## src/rtl/seq_divider_8bit.sv

```systemverilog
// Multi-cycle restoring divider, one quotient bit per clock, start/busy/done handshake.
// Define SEQ_DIVIDER_SIGNED_EN to add the signed_op port for two's-complement operands.
module seq_divider_8bit #(
   parameter int WIDTH = 8
) (
   input  logic             clk,
   input  logic             rst_n,
   input  logic             start,
   input  logic [WIDTH-1:0] dividend,
   input  logic [WIDTH-1:0] divisor,
`ifdef SEQ_DIVIDER_SIGNED_EN
   input  logic             signed_op,
`endif
   output logic             busy,
   output logic             done,
   output logic [WIDTH-1:0] quotient,
   output logic [WIDTH-1:0] remainder,
   output logic             div_by_zero
);

   localparam int CW = $clog2(WIDTH + 1);

   localparam logic [1:0] S_IDLE = 2'd0;
   localparam logic [1:0] S_RUN  = 2'd1;
   localparam logic [1:0] S_DONE = 2'd2;

   logic [1:0]       r_state;
   logic [CW-1:0]    r_cnt;
   logic [WIDTH-1:0] r_rem;
   logic [WIDTH-1:0] r_dq;
   logic [WIDTH-1:0] r_div;
   logic             r_neg_q;
   logic             r_neg_r;
   logic [WIDTH-1:0] r_quot;
   logic [WIDTH-1:0] r_remo;
   logic             r_dbz;

   logic             w_neg_a;
   logic             w_neg_b;
   logic [WIDTH-1:0] w_mag_a;
   logic [WIDTH-1:0] w_mag_b;
   logic [WIDTH:0]   w_sh;
   logic [WIDTH:0]   w_trial;
   logic [WIDTH-1:0] w_rem_nxt;
   logic [WIDTH-1:0] w_q_nxt;
   logic [WIDTH-1:0] w_q_fin;
   logic [WIDTH-1:0] w_r_fin;

   // The core always divides magnitudes; signs are reapplied on the last step.
`ifdef SEQ_DIVIDER_SIGNED_EN
   assign w_neg_a = signed_op & dividend[WIDTH-1];
   assign w_neg_b = signed_op & divisor[WIDTH-1];
`else
   assign w_neg_a = 1'b0;
   assign w_neg_b = 1'b0;
`endif
   assign w_mag_a = w_neg_a ? -dividend : dividend;
   assign w_mag_b = w_neg_b ? -divisor : divisor;

   assign w_sh      = {r_rem, r_dq[WIDTH-1]};
   assign w_trial   = w_sh - {1'b0, r_div};
   assign w_rem_nxt = w_trial[WIDTH] ? w_sh[WIDTH-1:0] : w_trial[WIDTH-1:0];
   assign w_q_nxt   = {r_dq[WIDTH-2:0], ~w_trial[WIDTH]};
   assign w_q_fin   = r_neg_q ? -w_q_nxt : w_q_nxt;
   assign w_r_fin   = r_neg_r ? -w_rem_nxt : w_rem_nxt;

   assign busy        = (r_state == S_RUN);
   assign done        = (r_state == S_DONE);
   assign quotient    = r_quot;
   assign remainder   = r_remo;
   assign div_by_zero = r_dbz;

   always_ff @(posedge clk or negedge rst_n) begin
      if (!rst_n) begin
         r_state <= S_IDLE;
         r_cnt   <= '0;
         r_rem   <= '0;
         r_dq    <= '0;
         r_div   <= '0;
         r_neg_q <= 1'b0;
         r_neg_r <= 1'b0;
         r_quot  <= '0;
         r_remo  <= '0;
         r_dbz   <= 1'b0;
      end else begin
         case (r_state)
            S_RUN: begin
               r_rem <= w_rem_nxt;
               r_dq  <= w_q_nxt;
               r_cnt <= r_cnt - CW'(1);
               if (r_cnt == CW'(1)) begin
                  r_state <= S_DONE;
                  r_quot  <= w_q_fin;
                  r_remo  <= w_r_fin;
               end
            end
            default: begin
               // IDLE and DONE both accept a new request.
               if (start) begin
                  if (divisor == '0) begin
                     r_state <= S_DONE;
                     r_quot  <= '1;
                     r_remo  <= dividend;
                     r_dbz   <= 1'b1;
                  end else begin
                     r_state <= S_RUN;
                     r_dq    <= w_mag_a;
                     r_div   <= w_mag_b;
                     r_rem   <= '0;
                     r_cnt   <= CW'(WIDTH);
                     r_neg_q <= w_neg_a ^ w_neg_b;
                     r_neg_r <= w_neg_a;
                     r_dbz   <= 1'b0;
                  end
               end else begin
                  r_state <= S_IDLE;
               end
            end
         endcase
      end
   end

endmodule

```

## config.mk

```make
export PLATFORM = sky130hd
export DESIGN_NAME = seq_divider_8bit
export DESIGN_NICKNAME = d
export VERILOG_FILES = /design/src/rtl/seq_divider_8bit.sv
export SDC_FILE = /design/constraint.sdc
export NUM_CORES = 1
export LEC_CHECK = 0
export CORE_UTILIZATION = 41
export DETAILED_ROUTE_END_ITERATION = 8
export GPL_ROUTABILITY_DRIVEN = 0
export HOLD_SLACK_MARGIN = 0.02
export PLACE_DENSITY = 0.65
export SLEW_MARGIN = 10
export SYNTH_ARGS = -nofsm -noshare
export SYNTH_HDL_FRONTEND = slang
export SYNTH_SLANG_ARGS = --single-unit
```

## constraint.sdc

```tcl
create_clock -name clk -period 3.1 [get_ports clk]
set_clock_uncertainty 0.15 [all_clocks]
set_input_delay 0.31 -clock clk [delete_from_list [all_inputs] [get_ports clk]]
set_output_delay 0.31 -clock clk [all_outputs]
set_load 0.01 [all_outputs]
```

==> impl_results.rst <==
.. list-table::
   :header-rows: 1

   * - Metric
     - Value
   * - Outcome
     - complete, no violations
   * - Cell Chain, Critical Path
     - inv_1, ha_1, inv_1, fa_1, a211oi_2, o31ai_2, o31ai_4, xor2_2, buf_4, mux2i_1, a221oi_1
   * - Synthesized cell area
     - 2477 um^2
   * - Layout-stage area growth over the synthesis result
     - 22.02%
   * - Antenna-violating nets left
     - 0
   * - Most common cell after layout, fill and taps aside
     - sky130_fd_sc_hd__dfrtp_1
   * - Post-Synthesis Cells
     - 257
   * - Global-route usage over all layers
     - 19.47%
   * - Period minus WS final
     - 2.792 ns
   * - Cell family with most CP delay
     - compound AO/OA/AOI/OAI gates
   * - Part of the cycle the worst path needs
     - 90.05%
   * - Layout Cells excl Fill
     - 366
   * - Buffers & Inverters on Critical Path
     - 3
   * - Final routed DRC violation total
     - 0
   * - Instance count after placement with tap cells included
     - 358
   * - Sum of negative setup slack
     - 0 ns
   * - Number of warnings printed during yosys synthesis
     - 0
   * - # hold bufs at CTS
     - 0
   * - Routed via count divided by cell count
     - 5.372
   * - Router iterations before antenna repair
     - 4
   * - Placement row count
     - 27
   * - Delay of the slowest cell on the worst path
     - 0.43 ns
   * - Maximum net fanout on the critical path
     - 7
   * - Highest-count cells in the layout ignoring fill and taps
     - 47 x sky130_fd_sc_hd__dfrtp_1, 36 x sky130_fd_sc_hd__clkdlybuf4s50_1, 33 x sky130_fd_sc_hd__nor2_1
   * - Number of H-tree branching levels
     - 2
   * - Leading cell types by total area after synthesis
     - sky130_fd_sc_hd__dfrtp_1 47%, sky130_fd_sc_hd__ha_1 5.1%, sky130_fd_sc_hd__nor2_1 5.0%
   * - Count of inserted antenna diode cells
     - 0
   * - Post-CTS setup buffer count
     - 0
   * - Hpwl dp
     - 4.108 mm
   * - Top FF cell, synth
     - sky130_fd_sc_hd__dfrtp_1
   * - Cell with the largest stage delay on the worst path
     - sky130_fd_sc_hd__fa_1
   * - Filler Cells Inserted
     - 544
   * - Die Wd
     - 79.73 um
   * - Post-CTS sizing
     - 0
   * - Crit end category
     - flip-flop
   * - Maximum number of pins on one net before global-route repair
     - 48
   * - Root cell of the clock tree
     - sky130_fd_sc_hd__clkbuf_8
   * - Drt wl/cell
     - 15.15 um
   * - Slew at the pin closest to its max-slew limit
     - 1.032 ns
   * - Clk Latency, worst-skew pair
     - 0.30 ns
   * - Detailed Route Iter0 Violations
     - 194
   * - Die H
     - 79.73 um
   * - Cell mode on critical path
     - sky130_fd_sc_hd__inv_1
   * - CTS buffer count
     - 5
   * - Number of buffer cells added on primary ports
     - 37
   * - Initial antenna violation count
     - 0
   * - Initial standard-cell utilization of the core
     - 43.65%
   * - Count of vias placed by the detailed router
     - 1966
   * - Worst Setup Path Type
     - flip-flop to flip-flop
   * - Post-Route WL
     - 5.544 mm
   * - Final setup violation count
     - 0
   * - Maximum operating frequency
     - 0.3582 GHz
   * - Top-area cell type share of the netlist area
     - 47.47%
   * - # clock sinks
     - 47
   * - Design Power
     - 0.003753 W
   * - Max capacitance violation total
     - 0
   * - Syn Nets
     - 287
   * - Required time at the worst-slack endpoint
     - 3.12 ns
   * - Clock buffer depth
     - 2
   * - Final Hold Violating Endpoints
     - 0
   * - Vias in the first global route
     - 1914
   * - Static leakage
     - 1.305 nW
   * - Remaining max-slew budget at the tightest pin
     - 31.19%
   * - I/O Pins
     - 38
   * - Power per Cell Area
     - 1242 nW/um^2
   * - Post-synthesis register bit count
     - 47
   * - Count of flip-flops with a built-in enable after synthesis
     - 0
   * - Die Footprint
     - 6357 um^2
   * - Total number of nets in the final design
     - 323
   * - Number of distinct standard cells referenced by the synthesized netlist
     - 41
   * - Clock tree from TritonCTS
     - built
   * - Worst voltage drop across the vdd grid
     - 477.5 uV
   * - Grt ovf
     - 0
   * - Clock slew seen by the registers of the worst setup and hold paths
     - 0.09 ns
   * - Nature of the critical path startpoint
     - flip-flop
   * - Worst Hold Class
     - input pin to asynchronous set/reset pin
   * - Placeable core region
     - 5675 um^2
   * - Data arrival time of the critical path
     - 2.81 ns
   * - Sequential-to-total area share from yosys stat
     - 47.47%
   * - Biggest area consumer among synthesized cells
     - sky130_fd_sc_hd__dfrtp_1
   * - Post-Synthesis Mean Instance Area
     - 9.640 um^2
   * - Wire length of the first global-routing pass
     - 9.446 mm
   * - Final slew viol count
     - 0
   * - Share of flip-flops with an asynchronous set or reset
     - 100.0%
   * - Proportion of layout cells with a drive suffix above 1
     - 10.88%
   * - Setup repair after global routing missed its margin
     - false
-- final cells by class --
| cell class | count | area (um^2) | share of cell area [%] |
|---|---|---|---|
| Timing Repair Buffer | 42 | 402.9 | 13.33 |
| Tap cell | 72 | 90.09 | 2.980 |
| Multi-Input combinational cell | 182 | 1180 | 39.03 |
| Inverter | 15 | 56.30 | 1.863 |
| Clock buffer | 6 | 82.58 | 2.732 |
| Sequential cell | 47 | 1176 | 38.91 |
| Clock inverter | 2 | 35.03 | 1.159 |
-- routing by layer --
| layer | track usage (%) | wire (um) | vias up |
|---|---|---|---|
| met1 | 26.78 | 2556 | 948 |
| met4 | 5.893 | 65 | 0 |
| met2 | 31.28 | 2691 | 46 |
| met3 | 3.429 | 230 | 8 |
| li1 | - | - | 964 |
| met5 | 0 | 0 | - |
-- synth_stat cells, drive strengths merged, types with 4 or more instances --
cell type  number
dfrtp          47
nor2           33
nand2          27
o21ai          19
a21oi          16
inv            15
nand3          13
ha             10
a31oi           9
mux2            9
clkbuf          7
buf             6
mux2i           6
a221oi          5
nand2b          4
-- through the flow --
stage,cell area [um^2],setup WS [ns],hold WS (ns),util [%]
2_1_floorplan,2477,0.4951,-0.1356,-
3_5_place_dp,2905,0.3138,0.3275,51.19
4_1_cts,3023,0.2903,0.08732,53.26
3_3_place_gp,2905,0.3869,0.3258,51.19
5_1_grt,3023,0.1166,0.1349,53.26
6_report,3023,0.3084,0.03335,53.26
-- where the power goes --
group | total [W] | internal, W | switching, W | leakage [nW]
sequential | 0.00112 | 0.000918 | 0.000200 | 0.542
combinational | 0.00217 | 0.00100 | 0.00117 | 0.701
clock | 0.000467 | 0.000261 | 0.000206 | 0.0612
total | 0.00375 | 0.00218 | 0.00157 | 1.30
-- worst reg2reg max path, cell delays in order (launching register included) --
cell,delay (ns)
sky130_fd_sc_hd__dfrtp_1,0.38
sky130_fd_sc_hd__inv_1,0.07
sky130_fd_sc_hd__ha_1,0.16
sky130_fd_sc_hd__inv_1,0.05
sky130_fd_sc_hd__fa_1,0.43
sky130_fd_sc_hd__a211oi_2,0.23
sky130_fd_sc_hd__o31ai_2,0.12
sky130_fd_sc_hd__o31ai_4,0.22
sky130_fd_sc_hd__xor2_2,0.27
sky130_fd_sc_hd__buf_4,0.21
sky130_fd_sc_hd__mux2i_1,0.25
sky130_fd_sc_hd__a221oi_1,0.13
-- final timing paths --
kind	cells after the start	start	endpoint	slack, ns
worst max-delay path	11	r_dq[7]	remainder[4]	0.31
worst min-delay path	1	rst_n	r_div[5]	0.03
worst max register to register	11	r_dq[7]	remainder[4]	0.31
worst min register to register	2	div_by_zero	div_by_zero	0.34
max in group asynchronous	1	rst_n	r_rem[4]	2.13
min in group clk	2	div_by_zero	div_by_zero	0.34
-- flip-flops by register name, summed over array words and instances (netlist names) --
name         flops
quotient         8
r_div            8
r_dq             8
r_rem            8
remainder        8
r_cnt            4
r_state          2
div_by_zero      1
-- logic make-up after synthesis --
family | count (synthesis) | synth area share [%]
and+or+nand+nor | 92 | 16.82
AOI/OAI and AO/OA | 59 | 16.36
DFF | 47 | 47.47
buffers and inverters | 28 | 4.899
muxes | 15 | 6.515
adders and majority gates | 11 | 5.859
xor gates and xnor gates | 5 | 2.071
(Power assumes the default switching activity.)
